===== src/rtl/bk_pipe_adder.sv =====
// -----------------------------------------------------------------------------
// bk_pipe_adder
//
// Pipelined add/subtract unit. Carries come from a Brent-Kung parallel-prefix
// tree (up-sweep then down-sweep). The result then passes through PIPE_STAGES
// registers that advance together under a valid/ready handshake.
//
// Parameters
//   ADDER_SIZE  : operand width, one of 4, 8, 16, 32, 64, 128 (default 32)
//   PIPE_STAGES : register stages from input handshake to output, 1..4 (default 2)
//
// Ports
//   clk          : clock, rising edge
//   rst_n        : asynchronous active-low reset, clears every stage
//   in_op1       : operand A
//   in_op2       : operand B
//   in_cin       : carry-in (add) / borrow-in (subtract)
//   in_sub       : 0 = add, 1 = subtract
//   in_s_valid   : upstream offers operands
//   out_s_ready  : operands are accepted this cycle (pipeline advances)
//   out_res      : result
//   out_cout     : raw carry-out of the prefix tree (1 = no borrow on subtract)
//   out_m_valid  : out_res / out_cout / out_ovf are valid
//   in_m_ready   : downstream accepts the result
//   out_ovf      : signed overflow flag (only when BK_PIPE_OVF_EN is defined)
//
// Optional feature macro: BK_PIPE_OVF_EN adds the out_ovf port and its logic.
// -----------------------------------------------------------------------------
module bk_pipe_adder #(
    parameter int ADDER_SIZE  = 32,
    parameter int PIPE_STAGES = 2
) (
    input  logic                  clk,
    input  logic                  rst_n,
    input  logic [ADDER_SIZE-1:0] in_op1,
    input  logic [ADDER_SIZE-1:0] in_op2,
    input  logic                  in_cin,
    input  logic                  in_sub,
    input  logic                  in_s_valid,
    output logic                  out_s_ready,
    output logic [ADDER_SIZE-1:0] out_res,
    output logic                  out_cout,
    output logic                  out_m_valid,
    input  logic                  in_m_ready
`ifdef BK_PIPE_OVF_EN
    ,
    output logic                  out_ovf
`endif
);

    localparam int N     = ADDER_SIZE;
    localparam int LOG_N = $clog2(ADDER_SIZE);
    localparam int LAST  = PIPE_STAGES - 1;
`ifdef BK_PIPE_OVF_EN
    localparam int DW    = ADDER_SIZE + 2;
`else
    localparam int DW    = ADDER_SIZE + 1;
`endif

    // Brent-Kung prefix over (g,p). Bit 0 already carries the carry-in folded
    // into its generate term, so the returned g[i] is the carry out of bit i.
    function automatic logic [N-1:0] bk_carry(input logic [N-1:0] g_in,
                                              input logic [N-1:0] p_in);
        logic [N-1:0] g;
        logic [N-1:0] p;
        g = g_in;
        p = p_in;
        // Up-sweep: node i (i+1 a multiple of 2^l) absorbs the span below it.
        for (int l = 1; l <= LOG_N; l++) begin
            for (int i = 0; i < N; i++) begin
                if (((i + 1) % (1 << l)) == 0) begin
                    g[i] = g[i] | (p[i] & g[i - (1 << (l - 1))]);
                    p[i] = p[i] & p[i - (1 << (l - 1))];
                end
            end
        end
        // Down-sweep: fill in the midpoints from the completed prefixes.
        for (int l = LOG_N - 1; l >= 1; l--) begin
            for (int i = 0; i < N; i++) begin
                if ((i >= (1 << l)) && (((i + 1) % (1 << l)) == (1 << (l - 1)))) begin
                    g[i] = g[i] | (p[i] & g[i - (1 << (l - 1))]);
                    p[i] = p[i] & p[i - (1 << (l - 1))];
                end
            end
        end
        return g;
    endfunction

    logic [N-1:0]    opb_eff;
    logic            cin_eff;
    logic [N-1:0]    gen_w;
    logic [N-1:0]    prop_w;
    logic [N-1:0]    cout_vec;
    logic [N-1:0]    carry_w;
    logic [N-1:0]    sum_w;
    logic [DW-1:0]   data_d;
    logic [DW-1:0]   data_q [PIPE_STAGES];
    logic [LAST:0]   vld_q;
    logic            advance;
    logic            accept;

    // Subtraction is A + ~B + ~borrow; cout = 1 then means "no borrow".
    assign opb_eff = in_sub ? ~in_op2 : in_op2;
    assign cin_eff = in_sub ? ~in_cin : in_cin;

    assign prop_w = in_op1 ^ opb_eff;
    always_comb begin
        gen_w    = in_op1 & opb_eff;
        gen_w[0] = gen_w[0] | (prop_w[0] & cin_eff);
    end

    assign cout_vec = bk_carry(gen_w, prop_w);
    assign carry_w  = {cout_vec[N-2:0], cin_eff};
    assign sum_w    = prop_w ^ carry_w;

`ifdef BK_PIPE_OVF_EN
    assign data_d = {carry_w[N-1] ^ cout_vec[N-1], cout_vec[N-1], sum_w};
`else
    assign data_d = {cout_vec[N-1], sum_w};
`endif

    assign advance     = in_m_ready || !vld_q[LAST];
    assign accept      = in_s_valid && advance;
    assign out_s_ready = advance;

    // Stage boundaries: every stage shifts on advance, bubbles included.
    always_ff @(posedge clk or negedge rst_n) begin
        if (!rst_n) begin
            vld_q <= '0;
            for (int s = 0; s < PIPE_STAGES; s++) begin
                data_q[s] <= '0;
            end
        end else if (advance) begin
            vld_q[0]  <= accept;
            data_q[0] <= data_d;
            for (int s = 1; s < PIPE_STAGES; s++) begin
                vld_q[s]  <= vld_q[s-1];
                data_q[s] <= data_q[s-1];
            end
        end
    end

    assign out_m_valid = vld_q[LAST];
`ifdef BK_PIPE_OVF_EN
    assign {out_ovf, out_cout, out_res} = data_q[LAST];
`else
    assign {out_cout, out_res} = data_q[LAST];
`endif

endmodule


===== config.mk =====
export PLATFORM = sky130hd
export DESIGN_NAME = bk_pipe_adder
export DESIGN_NICKNAME = d
export VERILOG_FILES = /design/src/rtl/bk_pipe_adder.sv
export SDC_FILE = /design/constraint.sdc
export NUM_CORES = 1
export LEC_CHECK = 0
export BUFFER_PORTS_ARGS = -buffer_cell sky130_fd_sc_hd__buf_4
export CAP_MARGIN = 0
export CORE_ASPECT_RATIO = 0.6
export CORE_MARGIN = 3
export CORE_UTILIZATION = 45
export CTS_CLUSTER_DIAMETER = 200
export DETAILED_ROUTE_END_ITERATION = 10
export PLACE_DENSITY = 0.71
export SLEW_MARGIN = 0
export SYNTH_ARGS = -nofsm -noshare
export SYNTH_HDL_FRONTEND = slang
export SYNTH_SLANG_ARGS = --single-unit

===== constraint.sdc =====
create_clock -name clk -period 1.66 [get_ports clk]
set_input_delay 0.249 -clock clk [delete_from_list [all_inputs] [get_ports clk]]
set_output_delay 0.249 -clock clk [all_outputs]
set_load 0.02 [all_outputs]

; ---- Word-level counts from Yosys, hierarchy flattened
; Index checks and enable logic that the tools add are counted.
[classes]
muxes = 2
n_bitwise = 147
reduce_logical = 3
[op_table]
columns = op, n
row1 = bitwise AND 1 bit, 84
row2 = XOR 32 bit, 2
row3 = OR 1 bit, 58
row4 = bitwise AND 32 bit, 1
row5 = two-way mux 32 bit, 1
row6 = inverter 32 bit, 1
row7 = logical AND 1 bit, 1
row8 = zero test 1 bit, 1
row9 = logical OR 1 bit, 1
row10 = two-way mux 1 bit, 1
row11 = inverter 1 bit, 1
[totals]
ff_bits = 68
output_inout_bits = 35

; ---- Logic depth before layout (Yosys ltp)
[depth]
depth_word = 22
ltp_mapped = 14

; ---- Worst setup path before layout
; Ideal clock, no wire load.
[synth_timing]
path_type = input port to flip-flop
from = input in_sub
to = register data_q[64] in the netlist's numbering
setup_slack_ns = -1.940
t_arrival_ns = 3.452
stages = 14
path_cell_list = clkbuf_1 buf_2 xnor2_1 fa_1 fa_1 nand2b_1 a21oi_2 o2111ai_2 o31ai_4 a31oi_2 o21a_1 fa_1 xor2_1 a21oi_1
[synth_via]
elab_chain_len = 21
[synth_lines]
columns = element, line_no
row1 = from (decl), 38  ; input logic in_sub,
row2 = two-way mux 32 bit, 103  ; assign opb_eff = in_sub ? ~in_op2 : in_op2;
row3 = XOR 32 bit, 106  ; assign prop_w = in_op1 ^ opb_eff;
row4 = bitwise AND 1 bit, 109  ; gen_w[0] = gen_w[0] | (prop_w[0] & cin_eff);
row5 = OR 1 bit, 109
row6 = bitwise AND 1 bit, 72  ; g[i] = g[i] | (p[i] & g[i - (1 << (l - 1))]);
row7 = OR 1 bit, 72
row8 = bitwise AND 1 bit, 72
row9 = OR 1 bit, 72
row10 = [... 5 more ...], -
row11 = OR 1 bit, 81  ; g[i] = g[i] | (p[i] & g[i - (1 << (l - 1))]);
row12 = bitwise AND 1 bit, 81
row13 = OR 1 bit, 81
row14 = bitwise AND 1 bit, 81
row15 = OR 1 bit, 81
row16 = bitwise AND 1 bit, 81
row17 = OR 1 bit, 81
row18 = XOR 32 bit *, 114  ; assign sum_w = prop_w ^ carry_w;
row19 = "to (signal, indexed assignment)", 138  ; data_q[s] <= data_q[s-1];
row20 = to (decl), 97  ; logic [DW-1:0] data_q [PIPE_STAGES];
; Every way passes the cells marked *; elsewhere a longest branch is shown, timed or not.
; A chain may end at the register's enable or synchronous reset.

; ---- Final worst setup path
[layout_timing]
from = input in_sub
to = register data_q[56] in the netlist's numbering
[layout_via]
elab_chain_len = 19
[layout_lines]
columns = element, line_no
row1 = two-way mux 32 bit, 103
row2 = XOR 32 bit, 106
row3 = bitwise AND 1 bit, 109
row4 = OR 1 bit, 109
row5 = bitwise AND 1 bit, 72
row6 = OR 1 bit, 72
row7 = bitwise AND 1 bit, 72
row8 = OR 1 bit, 72
row9 = [... 3 more ...], -
row10 = OR 1 bit, 72
row11 = bitwise AND 1 bit, 81
row12 = OR 1 bit, 81
row13 = bitwise AND 1 bit, 81
row14 = OR 1 bit, 81
row15 = bitwise AND 1 bit, 81
row16 = OR 1 bit, 81
row17 = XOR 32 bit *, 114
; Marks and branches as above.

==> summary.md <==
| Metric | Value |
|---|---|
| PwrDens | roughly 1200 nW/um2 |
| Crit path max fanout | 4 |
| Diodes inserted | 0 |
| Clock power share | around a quarter |
| CP Class | in -> reg |
| Gate Count Post-Synth | about 400 |
| Static Leak | between 2 and 3 nW |
| Post-synth cell types | 36 |
| Final Util | between 60 and 70% |
| Setup violations, final | 30 |
| Crit start category | input pin |
| Port bufs | 104 |
| CTS tree | yes |
| Vert. Die Dim | just over 80 um |
| Combinational fraction of design power | roughly two fifths |
| Via/cell ratio | around 4.8 |
| Sw Ratio | between 30% and 40% |
| Clock transition at path regs | 0.05 ns |
| Initial antenna violation count | 0 |
| Synthesized flop and latch total | slightly below 70 |
| Final worst slack | -1.15 ns |
| RSZ-0062 raised after global routing | true |
| Post-synth EDFFs | 0 |
| # clock sinks | about 70 |
| Area grow syn2layout | 36.6% |
| Status | finished, violations left |
| Xor/xnor share of the synthesized area | about 9.7% |
| Worst Hold Slack | about 0.15 ns |
| Max-cap violations | 0 |
| Core footprint | 9290 um2 |
| Clk_lat worst skew | about 0.33 ns |
| Crit path DAT | between 3 and 4 ns |
| Clk buf depth | 2 |
| Worst slew pin tran | between 0.4 and 0.5 ns |
| Crit. End Element | flop |
| Post-Syn Area | approximately 4400 um2 |
| Commonest non-fill, non-tap cell in the layout | buf_4 |
| Rel. slew slack | a little over 70% |
| Vias in the first global route | about 3300 |
| Layout Skew | about 0.0034 ns |
| Largest net degree at the start of global routing | 43 |
| NumNets Final | between 600 and 700 |
| Dpl hpwl | between 7000 and 8000 um |
| Share of cells above drive strength 1 | 47.5% |
| Worst min path class | in -> reg |
| Register area share after synthesis | between 30% and 40% |
| Peak VDD IR | about 650 uV |
| Tmin final | 2.81 ns |
| Congestion Overflow GR | 0 |
| Drt total wl | 9840 um |
| GR Util All Layers | between 10% and 20% |
| Detailed Routing Iterations Pass 1 | 4 |
| Post-synthesis simple-gate area fraction | ~6% |
| Internal power | 4.79 mW |
| Worst endpoint required time | between 1.5 and 2 ns |
| Commonest cells after routing, fill and taps aside | buf_4, dfrtp_1, xor2_1 |
| Routed Antenna Nets | 0 |
| Switch Pwr | around 2.4 mW |
| I/O pin cnt | between 100 and 150 |
| DIE AREA | around 11000 um2 |
| Inserted Clock Buffers | 9 |
| 1st-iter DRT viols | 110 |
| F_max | 355 MHz |
| Post-synth ARST share | 100% |
| Failing checks | setup timing |
| Compound-gate portion of the synthesized area | 9.61% |
| Syn. warnings | 0 |
| DRC | 0 |
| Post-synthesis mux area share | between 10% and 20% |
| Vias | between 3000 and 4000 |
| Synth Flop Type | dfrtp_1 |
| Syn_area_per_cell | about 11 um2 |
| FP Rows | 27 |
| Adder-Cell Fraction of Synth Area | 16.5% |
| Die span in x | around 130 um |
| Initial cell density of the core | a little under half |
| Wire per inst | 14.9 um |
| H-tree depth | 3 |
| Root Buffer | clkbuf_16 |
| GP Congestion | between 0.8 and 0.9 |
| Period utilisation layout | 170% |
| Final Hold Viols | 0 |
| Largest family of logic cells by synthesized area | adder cells |
| Wire length of the first global-routing pass | 16100 um |
| Reg power frac | about 36% |
| Final Max Slew Viols | 0 |
| Post-synth net total | approximately 520 |
-- critical path, stage by stage --
cell	delay [ns]
buf_12	0.12
xnor2_4	0.12
fa_2	0.40
fa_2	0.39
nand2b_4	0.16
a21oi_4	0.17
o2111ai_4	0.15
o31ai_4	0.26
buf_4	0.17
a21o_4	0.16
a31oi_4	0.08
fa_2	0.34
xor2_1	0.17
a21oi_1	0.08
-- cells by family (layout without fill, tap and decap cells) --
family                     count (synthesis)  after routing
xor gates and xnor gates                  48             48
and+or+nand+nor                           57             57
muxes                                     39             39
buffers and inverters                     72            204
AOI/OAI and AO/OA                         67             67
adders and majority gates                 47             47
DFF                                       68             68
-- through the flow --
stage	instance area (um2)	cells	power [mW]	setup slack, ns	TNS (ns)
finish	5940	660	7.20	-1.15	-27.48
global route	5940	660	7.71	-1.24	-29.99
CTS	5870	658	7.21	-1.25	-28.38
detailed placement	5510	639	5.42	-1.67	-39.78
global placement	5510	639	5.30	-1.58	-38.48
floorplan	4450	398	4.59	-1.51	-36.67
-- cells in the mapped netlist (2+ instances only) --
cell type | n | share of area, %
nand2_1 | 9 | 0.78
nor2b_1 | 2 | 0.29
buf_2 | 5 | 0.58
mux2_2 | 39 | 10
xnor2_1 | 8 | 1.6
xor2_1 | 40 | 8.1
o21ai_0 | 8 | 0.92
and3_1 | 2 | 0.29
inv_1 | 25 | 2.2
a21oi_1 | 41 | 4.7
nand4_1 | 2 | 0.29
ha_1 | 30 | 8.6
buf_4 | 32 | 5.5
a21o_1 | 4 | 0.69
fa_1 | 17 | 7.8
nor2_1 | 31 | 2.7
o211ai_1 | 2 | 0.35
dfrtp_1 | 68 | 39
o21a_1 | 2 | 0.35
nand2b_1 | 7 | 1.0
clkbuf_1 | 9 | 0.78
-- area by class of cell --
class | count | area, um2
Clock buffer | 11 | 243
Clock inverter | 3 | 15.0
Fill cell | 728 | 3350
Inverter | 25 | 93.8
Multi-Input combinational cell | 258 | 2400
Sequential cell | 68 | 1700
Tap cell | 130 | 163
Timing Repair Buffer | 165 | 1320
-- worst paths after layout --
check,cells past startpoint,end,slack [ns],start
max,14,data_q[56],-1.15,in_sub
min,2,vld_q[0],0.15,in_s_valid
max reg2reg,3,out_res[7],0.29,vld_q[1]
min reg2reg,1,vld_q[1],0.46,vld_q[0]
max in group asynchronous,3,data_q[55],0.69,rst_n
min in group asynchronous,2,vld_q[1],0.40,rst_n
-- state kept, by name, summed over array words and instances, names as in the netlist --
signal    count
out_res      32
vld_q         2
data_q       33
out_cout      1
-- power by group through the flow --
stage	sequential, mW	clock (mW)	combinational [mW]
CTS	2.58	1.74	2.89
floorplan	2.49	0	2.10
global placement	2.57	0	2.73
detailed placement	2.61	0	2.81
finish	2.57	1.70	2.93
global route	2.66	1.82	3.22
-- per-layer routing --
layer	wire [um]	GRT usage, %
met5	0	0
met2	4450	30.6
met1	4620	24.4
met4	146	5.71
met3	626	6.66
-- what timing repair did --
item | CTS | global route
hold endpoints to repair | 31 | 0
pin swaps | 21 | 28
hold buffers | 1 | 0
setup endpoints to repair | 30 | 32
gates cloned | 0 | 1
resized for setup | 15 | 11
setup buffers | 4 | 3
Note: power is estimated with default switching activity, not from simulation.
